File: src/rtl/hazard_unit.sv
// Hazard detection and operand-forwarding unit beside the MIPS32 decode stage.
// Define HAZARD_ID_FORWARD_EN to enable forwarding into the ID-stage branch comparator.
module hazard_unit (
  input  logic       clock,
  input  logic       reset,
  input  logic [7:0] id_signal_forwarding,
  input  logic [4:0] id_rs,
  input  logic [4:0] id_rt,
  input  logic [4:0] id_dest,
  input  logic       id_reg_write,
  input  logic       id_mem_read,
  input  logic       mem_stall,
  output logic       id_stall,
  output logic [1:0] id_fwd_rs_sel,
  output logic [1:0] id_fwd_rt_sel,
  output logic [1:0] ex_fwd_rs_sel,
  output logic [1:0] ex_fwd_rt_sel
);

  typedef struct packed {
    logic [4:0] dest;
    logic       regWrite;
    logic       memRead;
    logic [4:0] rs;
    logic [4:0] rt;
    logic       wantRs;
    logic       wantRt;
  } exRecT;

  typedef struct packed {
    logic [4:0] dest;
    logic       regWrite;
    logic       memRead;
  } memRecT;

  typedef struct packed {
    logic [4:0] dest;
    logic       regWrite;
  } wbRecT;

  exRecT  exRec_q,  exRec_d;
  memRecT memRec_q;
  wbRecT  wbRec_q;

  logic wantRsId, needRsId, wantRsEx, needRsEx;
  logic wantRtId, needRtId, wantRtEx, needRtEx;
  logic exWrRs, exWrRt, memWrRs, memWrRt, wbWrRs, wbWrRt;
  logic exShWrMemRs, exShWrMemRt, exShWrWbRs, exShWrWbRt;
  logic hazard;

  assign {wantRsId, needRsId, wantRsEx, needRsEx,
          wantRtId, needRtId, wantRtEx, needRtEx} = id_signal_forwarding;

  // Register 0 is hardwired, so a write to it never creates a dependency.
  function automatic logic writesReg(input logic regWrite, input logic [4:0] dest,
                                     input logic [4:0] r);
    return regWrite && (dest == r) && (r != 5'd0);
  endfunction

  function automatic logic [1:0] fwdSel(input logic want, input logic memHit,
                                        input logic memLoad, input logic wbHit);
    logic [1:0] sel;
    sel = 2'b00;
    if (want) begin
      if (memHit && !memLoad) sel = 2'b01;
      else if (wbHit)         sel = 2'b10;
    end
    return sel;
  endfunction

  assign exWrRs  = writesReg(exRec_q.regWrite,  exRec_q.dest,  id_rs);
  assign exWrRt  = writesReg(exRec_q.regWrite,  exRec_q.dest,  id_rt);
  assign memWrRs = writesReg(memRec_q.regWrite, memRec_q.dest, id_rs);
  assign memWrRt = writesReg(memRec_q.regWrite, memRec_q.dest, id_rt);
  assign wbWrRs  = writesReg(wbRec_q.regWrite,  wbRec_q.dest,  id_rs);
  assign wbWrRt  = writesReg(wbRec_q.regWrite,  wbRec_q.dest,  id_rt);

  assign exShWrMemRs = writesReg(memRec_q.regWrite, memRec_q.dest, exRec_q.rs);
  assign exShWrMemRt = writesReg(memRec_q.regWrite, memRec_q.dest, exRec_q.rt);
  assign exShWrWbRs  = writesReg(wbRec_q.regWrite,  wbRec_q.dest,  exRec_q.rs);
  assign exShWrWbRt  = writesReg(wbRec_q.regWrite,  wbRec_q.dest,  exRec_q.rt);

`ifdef HAZARD_ID_FORWARD_EN
  // Only a load still in MEM blocks the branch; ALU results there are forwarded.
  assign hazard = (needRsId && (exWrRs || (memWrRs && memRec_q.memRead))) ||
                  (needRtId && (exWrRt || (memWrRt && memRec_q.memRead))) ||
                  (needRsEx && exWrRs && exRec_q.memRead) ||
                  (needRtEx && exWrRt && exRec_q.memRead);

  assign id_fwd_rs_sel = fwdSel(wantRsId, memWrRs, memRec_q.memRead, wbWrRs);
  assign id_fwd_rt_sel = fwdSel(wantRtId, memWrRt, memRec_q.memRead, wbWrRt);
`else
  logic unusedIdFwd;
  assign unusedIdFwd = ^{wantRsId, wantRtId, wbWrRs, wbWrRt};

  assign hazard = (needRsId && (exWrRs || memWrRs)) ||
                  (needRtId && (exWrRt || memWrRt)) ||
                  (needRsEx && exWrRs && exRec_q.memRead) ||
                  (needRtEx && exWrRt && exRec_q.memRead);

  assign id_fwd_rs_sel = 2'b00;
  assign id_fwd_rt_sel = 2'b00;
`endif

  assign id_stall = mem_stall || hazard;

  assign ex_fwd_rs_sel = fwdSel(exRec_q.wantRs, exShWrMemRs, memRec_q.memRead, exShWrWbRs);
  assign ex_fwd_rt_sel = fwdSel(exRec_q.wantRt, exShWrMemRt, memRec_q.memRead, exShWrWbRt);

  always_comb begin
    exRec_d = '0;
    if (!hazard) begin
      exRec_d.dest     = id_dest;
      exRec_d.regWrite = id_reg_write;
      exRec_d.memRead  = id_mem_read;
      exRec_d.rs       = id_rs;
      exRec_d.rt       = id_rt;
      exRec_d.wantRs   = wantRsEx;
      exRec_d.wantRt   = wantRtEx;
    end
  end

  // A busy data memory freezes every stage, so a pending hazard survives it intact.
  always_ff @(posedge clock or negedge reset) begin
    if (!reset) begin
      exRec_q  <= '0;
      memRec_q <= '0;
      wbRec_q  <= '0;
    end else if (!mem_stall) begin
      exRec_q  <= exRec_d;
      memRec_q <= '{dest: exRec_q.dest, regWrite: exRec_q.regWrite, memRead: exRec_q.memRead};
      wbRec_q  <= '{dest: memRec_q.dest, regWrite: memRec_q.regWrite};
    end
  end

endmodule
File: config.mk
export PLATFORM = sky130hd
export DESIGN_NAME = hazard_unit
export DESIGN_NICKNAME = d
export VERILOG_FILES = /design/src/rtl/hazard_unit.sv
export SDC_FILE = /design/constraint.sdc
export NUM_CORES = 1
export LEC_CHECK = 0
export ABC_AREA = 1
export CAP_MARGIN = 20
export CORE_ASPECT_RATIO = 1.1
export CORE_MARGIN = 2
export CORE_UTILIZATION = 57
export DETAILED_ROUTE_END_ITERATION = 16
export PLACE_DENSITY = 0.93
export SLEW_MARGIN = 40
export SYNTH_ARGS = -nofsm -noshare
export SYNTH_HDL_FRONTEND = slang
export SYNTH_SLANG_ARGS = --single-unit
File: constraint.sdc
create_clock -name clock -period 4.45 [get_ports clock]
set_clock_uncertainty 0.2 [all_clocks]
set_input_delay 0.445 -clock clock [delete_from_list [all_inputs] [get_ports clock]]
set_output_delay 0.445 -clock clock [all_outputs]
set_load 0.02 [all_outputs]
==> impl_metrics.ini <==
[clock_tree]
path_clk_slew_ns = 0.07
cts_made_buffers = 5
clkLatencyLatePin_ns = 0.29
cts_tree = done
post_cts_buffers = 0
clock_sinks = 32
htree_levels = 2
hold_buffers = 0
root_buffer = clkbuf_8
clockBufferDepth = 2
cts_resized = 0

[routing]
routedWlPerCell_um = 13.9
wirelength_um = 5080
drt_first_iter_violations = 216
drtPass1Iterations = 6
drc = 0
postRouteAntennaNets = 0
via_per_inst = 5.57
vias = 2037

[logic_synthesis]
synth_common_cells = 110 x nand2_1, 32 x dfrtp_1, 25 x inv_1
synth-seq-cells = 32
seq_area_frac_synth = 0.385
syn_area_mm2 = 0.00208
yosys_warnings = 0
postSynthCellCount = 290
syn_area_per_cell_um2 = 7.17
synth-edff-count = 0
async_flop_share = 1.00
yosys.area.top_type_share = 0.385
yosysUniqueCellTypes = 32
synth_top_area_cell = dfrtp_1
synth_most_common_cell = nand2_1
synthTopCellsByArea = dfrtp_1 39%, nand2_1 20%, nand4_1 6.3%
ys.flop_type = dfrtp_1

[layout]
drive_above_1_share = 0.0633
n_antenna_cell = 0
utilization = 0.684
syn2layout_area_growth_pct = 17.4
nets = 343
nFillCells = 311

[critical_path]
crit_chain = clkdlybuf4s50_1 > xnor2_1 > nand2_1 > nor2_1 > nand3_1 > nand2_1 > nand2_2 > nand3_1 > clkdlybuf4s50_1
critPathLaunchType = primary input
crit_family = buffers and inverters
worstSetupPathType = primary input to primary output
critPathMaxFanout = 20
arrival_ns = 2.65
required_ns = 3.81
path_buf_inv = 2
slowest_stage = clkdlybuf4s50_1
end_kind = primary output
cpPeakStageDelay_ns = 0.61

[floorplanning]
rows = 23
dieArea_mm2 = 0.00415
die_h_um = 67.3
core_area_mm2 = 0.00357
die_w_um = 61.6
initial_core_util = 0.582
io_pins = 37

[sta]
rsz0062_at_grt = false
whs_ns = 0.281
hold_violations = 0
fin_crit_ns = 3.30
fmax_mhz = 303
tightestPinTransition_ns = 0.528
slew_violations = 0
setup_tns_ns = 0
post-route-period-util = 0.741
setup_viol = 0
slew_headroom = 0.647

[pwr]
ir_drop_mv = 0.247
p_leak_uw = 0.00121
cellPowerDensity_mw_per_mm2 = 338
total_power_uw = 825

[place]
hpwl_um = 3460
gp_congestion = 0.893
port-buffer-count = 30

[worst_hold_path]
hold_path_class = flop to flop

[job]
max_cap_violations = 0

[global_route]
grt_max_degree = 46
grt_usage = 0.272
globalRouteOverflowTotal = 0
grt_pass1_vias = 1816
grt_pass1_wl_um = 8310
grt_antenna_before_repair = 0

[status]
status = finished clean
-- area by class of cell --
type                    count  area, um2  share of cell area
well taps                  50       62.6              0.0256
multi-input cells         214       1040               0.425
clock inverters             3       42.5              0.0174
clock buffers               5       68.8              0.0282
inverters                  30        113              0.0462
flip-flops and latches     32        801               0.328
repair buffers             32        315               0.129
-- per-layer routing --
layer  vias up  track usage  wire, um
li1        974            -         -
met1       946        0.352      2100
met2       101        0.443      2540
met3        16       0.0479       313
met4         0        0.117       123
met5         -            0         0
-- kinds of logic after synthesis --
logic type / Yosys count / synth area share
other: 1 / 0.00180
AOI/OAI and AO/OA: 31 / 0.0903
DFF: 32 / 0.385
and+or+nand+nor: 166 / 0.346
buffers and inverters: 47 / 0.121
xor gates and xnor gates: 12 / 0.0506
muxes: 1 / 0.00542
-- layout by cell type (no fill, tap or decap), types with 5 or more instances in the layout --
| cell type | count |
|---|---|
| a21oi_1 | 7 |
| clkbuf_8 | 5 |
| clkdlybuf4s50_1 | 30 |
| dfrtp_1 | 32 |
| inv_1 | 25 |
| nand2_1 | 110 |
| nand3_1 | 10 |
| nand4_1 | 21 |
| nor2_1 | 12 |
| o21ai_0 | 16 |
| xnor2_1 | 7 |
| xor2_1 | 5 |
-- through the flow --
step | setup slack [ns] | cells | cell area, um2
after global routing | 1.02 | 366 | 2440
after floorplan | 2.47 | 293 | 2090
after global placement | 1.20 | 358 | 2330
after CTS | 1.16 | 366 | 2440
after detailed placement | 1.16 | 358 | 2330
final | 1.15 | 366 | 2440
-- worst paths after layout --
| check | startpoint | to | slack [ns] | cells past startpoint |
|---|---|---|---|---|
| min in group asynchronous | reset | wbRec_q[2]$_DFFE_PN0N_ | 0.35 | 2 |
| worst max-delay path | id_rt[3] | id_stall | 1.15 | 9 |
| worst max register to register | memRec_q[3]$_DFFE_PN0N_ | exRec_q[0]$_DFFE_PN0N_ | 2.49 | 11 |
| max in group asynchronous | reset | exRec_q[17]$_DFFE_PN0N_ | 3.40 | 2 |
| worst min-delay path | exRec_q[13]$_DFFE_PN0N_ | exRec_q[13]$_DFFE_PN0N_ | 0.28 | 2 |
| worst min register to register | exRec_q[13]$_DFFE_PN0N_ | exRec_q[13]$_DFFE_PN0N_ | 0.28 | 2 |
-- sequential cells by signal, summed over array words and instances (netlist names) --
register  count
exRec_q      19
wbRec_q       6
memRec_q      7
-- report_power, final --
group	total, uW	switching (uW)	internal, uW	leakage (uW)
Sequential	367	43.1	324	0.000396
Clock	281	116	166	0.0000541
Combinational	177	101	75.8	0.000756
Total	825	260	565	0.00121
-- worst register-to-register path, cell delays in order, from the launching register on --
cell and delay [ns]:
dfrtp_1 0.46, inv_2 0.12, nand2_1 0.06, nand2_1 0.07, clkinv_1 0.05, nand2_1 0.05
nor2_1 0.04, nand2_1 0.07, nand2_2 0.06, a21oi_4 0.44, nand4_1 0.19, nand2_1 0.09
Note: power is estimated with default switching activity, not from simulation.
==> RTL edit, RTL diff (config.mk and constraints unchanged) <==
The option `HAZARD_ID_FORWARD_EN` is turned on by a define.
--- a/src/rtl/hazard_unit.sv
+++ b/src/rtl/hazard_unit.sv
@@ -1,5 +1,7 @@
 // Hazard detection and operand-forwarding unit beside the MIPS32 decode stage.
 // Define HAZARD_ID_FORWARD_EN to enable forwarding into the ID-stage branch comparator.
+`define HAZARD_ID_FORWARD_EN
+
 module hazard_unit (
   input  logic       clock,
   input  logic       reset,
Formal check against the unedited RTL: not equivalent (a bounded check fails within 4 cycles, from zero or initial values and one cycle with reset low).
==> RTL edit against the original RTL <==
Final area increased by 12%. Setup slack got worse by 0.020 ns. Critical path depth grew 3. Area after synthesis up 7.2%. Wire length grew 20%. Sequential cell count did not move. Power is 7.7% higher.
==> RTL edit: results (changes against the original RTL) <==
[yosys]
synth_top_flop_cell = dfrtp_1
synth_common_cells = nand2_1, inv_1, dfrtp_1
yosysSeqAreaShare_pct = 35.9  ; -2.6 points
synth.avg_cell_area_um2 = 6.86  ; -4.3%
ys_async_sr_fraction_pct = 100  ; unchanged
synth_top_cells_by_area = dfrtp_1, nand2_1, inv_1
syn-num-nets = 353
synth-warning-count = 0  ; unchanged
yosysUniqueCellTypes = 31  ; -3.1%

[clock_network]
root_buffer = clkbuf_8
cts_setup_buffers = 0  ; unchanged
cts_resized = 0  ; unchanged
clk_latency_ns = 0.29  ; about the same
cts_made_buffers = 5  ; unchanged
cts_max_level = 2  ; unchanged
clk_path_buf_depth = 2  ; unchanged
clk_pin_slew_ns = 0.07  ; about the same

[placement]
hpwl_um = 4420  ; +28%
postPlaceCellArea_um2 = 2600  ; +11%
gp_congestion = 0.952  ; +6.6%
io_buffers = 36  ; +20%
post-place-ws_ns = 1.15  ; -0.00922 ns
place_inst = 402  ; +12%

[route]
drtIter0Drc = 235  ; +8.8%
viasPerCell = 5.60  ; +0.62%
drt-total-wl_um = 6100  ; +20%
firstDrtPassIters = 4  ; -2

[power]
swShare_pct = 31.8  ; +0.34 points
peakVddDrop_v = 0.000201  ; -19%
p_leak_nw = 1.38  ; +14%

[outcome]
outcome = finished, final reports clean

[hold_path]
hp-class = flip-flop to flip-flop

[global_routing]
grt_pass1_wl_um = 10700  ; +29%
grt_usage_pct = 30.7  ; +3.5 points
grt_max_degree = 46  ; unchanged
grt_pass1_vias = 2312  ; +27%
antenna_found_initial = 0  ; unchanged

[cells_and_area]
reg_top3 = exRec_q x19, memRec_q x7, wbRec_q x6
diodes = 0  ; unchanged
layout-drive-gt1-share_pct = 9.72  ; +3.4 points
layoutNonFillerInstCount = 410  ; +12%
fin_nets = 387  ; +13%

[worst_setup_path]
cp.arrival_ns = 2.67  ; +0.02 ns
crit_fanout = 20  ; unchanged

[timing]
tightest_slew_ns = 0.393  ; -0.136 ns

RTL edit: path summary, 6_finish.rpt:
path                             startpoint  cells past startpoint  slack [ns]          end
worst max-delay path               id_rs[4]                     12        1.13     id_stall
worst min-delay path             exRec_q[1]                      2        0.28   exRec_q[1]
worst max register to register  memRec_q[4]                     12        2.46   exRec_q[5]
worst min register to register   exRec_q[1]                      2        0.28   exRec_q[1]
max in group asynchronous             reset                      2        3.39   exRec_q[6]
min in group asynchronous             reset                      2        0.36  exRec_q[10]
RTL edit: logic make-up after synthesis:
logic type	synth area share, %
DFF	35.9
xor gates and xnor gates	5.11
buffers and inverters	10.9
AOI/OAI and AO/OA	11.3
and+or+nand+nor	36.7
RTL edit: per-layer routing:
metal	track usage, %	wire [um]
met5	0	0
met4	12.6	192
met3	4.55	423
met2	50.8	2970
met1	40.1	2520
RTL edit: power by group through the flow:
stage          clock [mW]  combinational (mW)  sequential (mW)
2_1_floorplan           0               0.142            0.355
3_3_place_gp            0               0.195            0.377
3_5_place_dp            0               0.200            0.378
4_1_cts             0.311               0.202            0.372
5_1_grt             0.328               0.231            0.379
6_report            0.311               0.203            0.375
RTL edit: final cells by class:
| cell class | instances | area, um2 |
|---|---|---|
| multi-input combinational | 237 | 1180 |
| clock inverter | 1 | 30.0 |
| timing repair buffer | 39 | 383 |
| inverter | 44 | 165 |
| fill | 324 | 961 |
| sequential | 32 | 801 |
| clock buffer | 7 | 96.3 |
| tap | 50 | 62.6 |
RTL edit: critical path: stages:
cell and delay, ns:
clkdlybuf4s50_1 0.52, inv_1 0.15, nand3_1 0.10, nor2_2 0.16
nor2_1 0.10, nand3_1 0.09, nand2_1 0.05, nand2_1 0.05
nand2_1 0.05, inv_2 0.31, nand2_1 0.09, clkdlybuf4s50_1 0.55
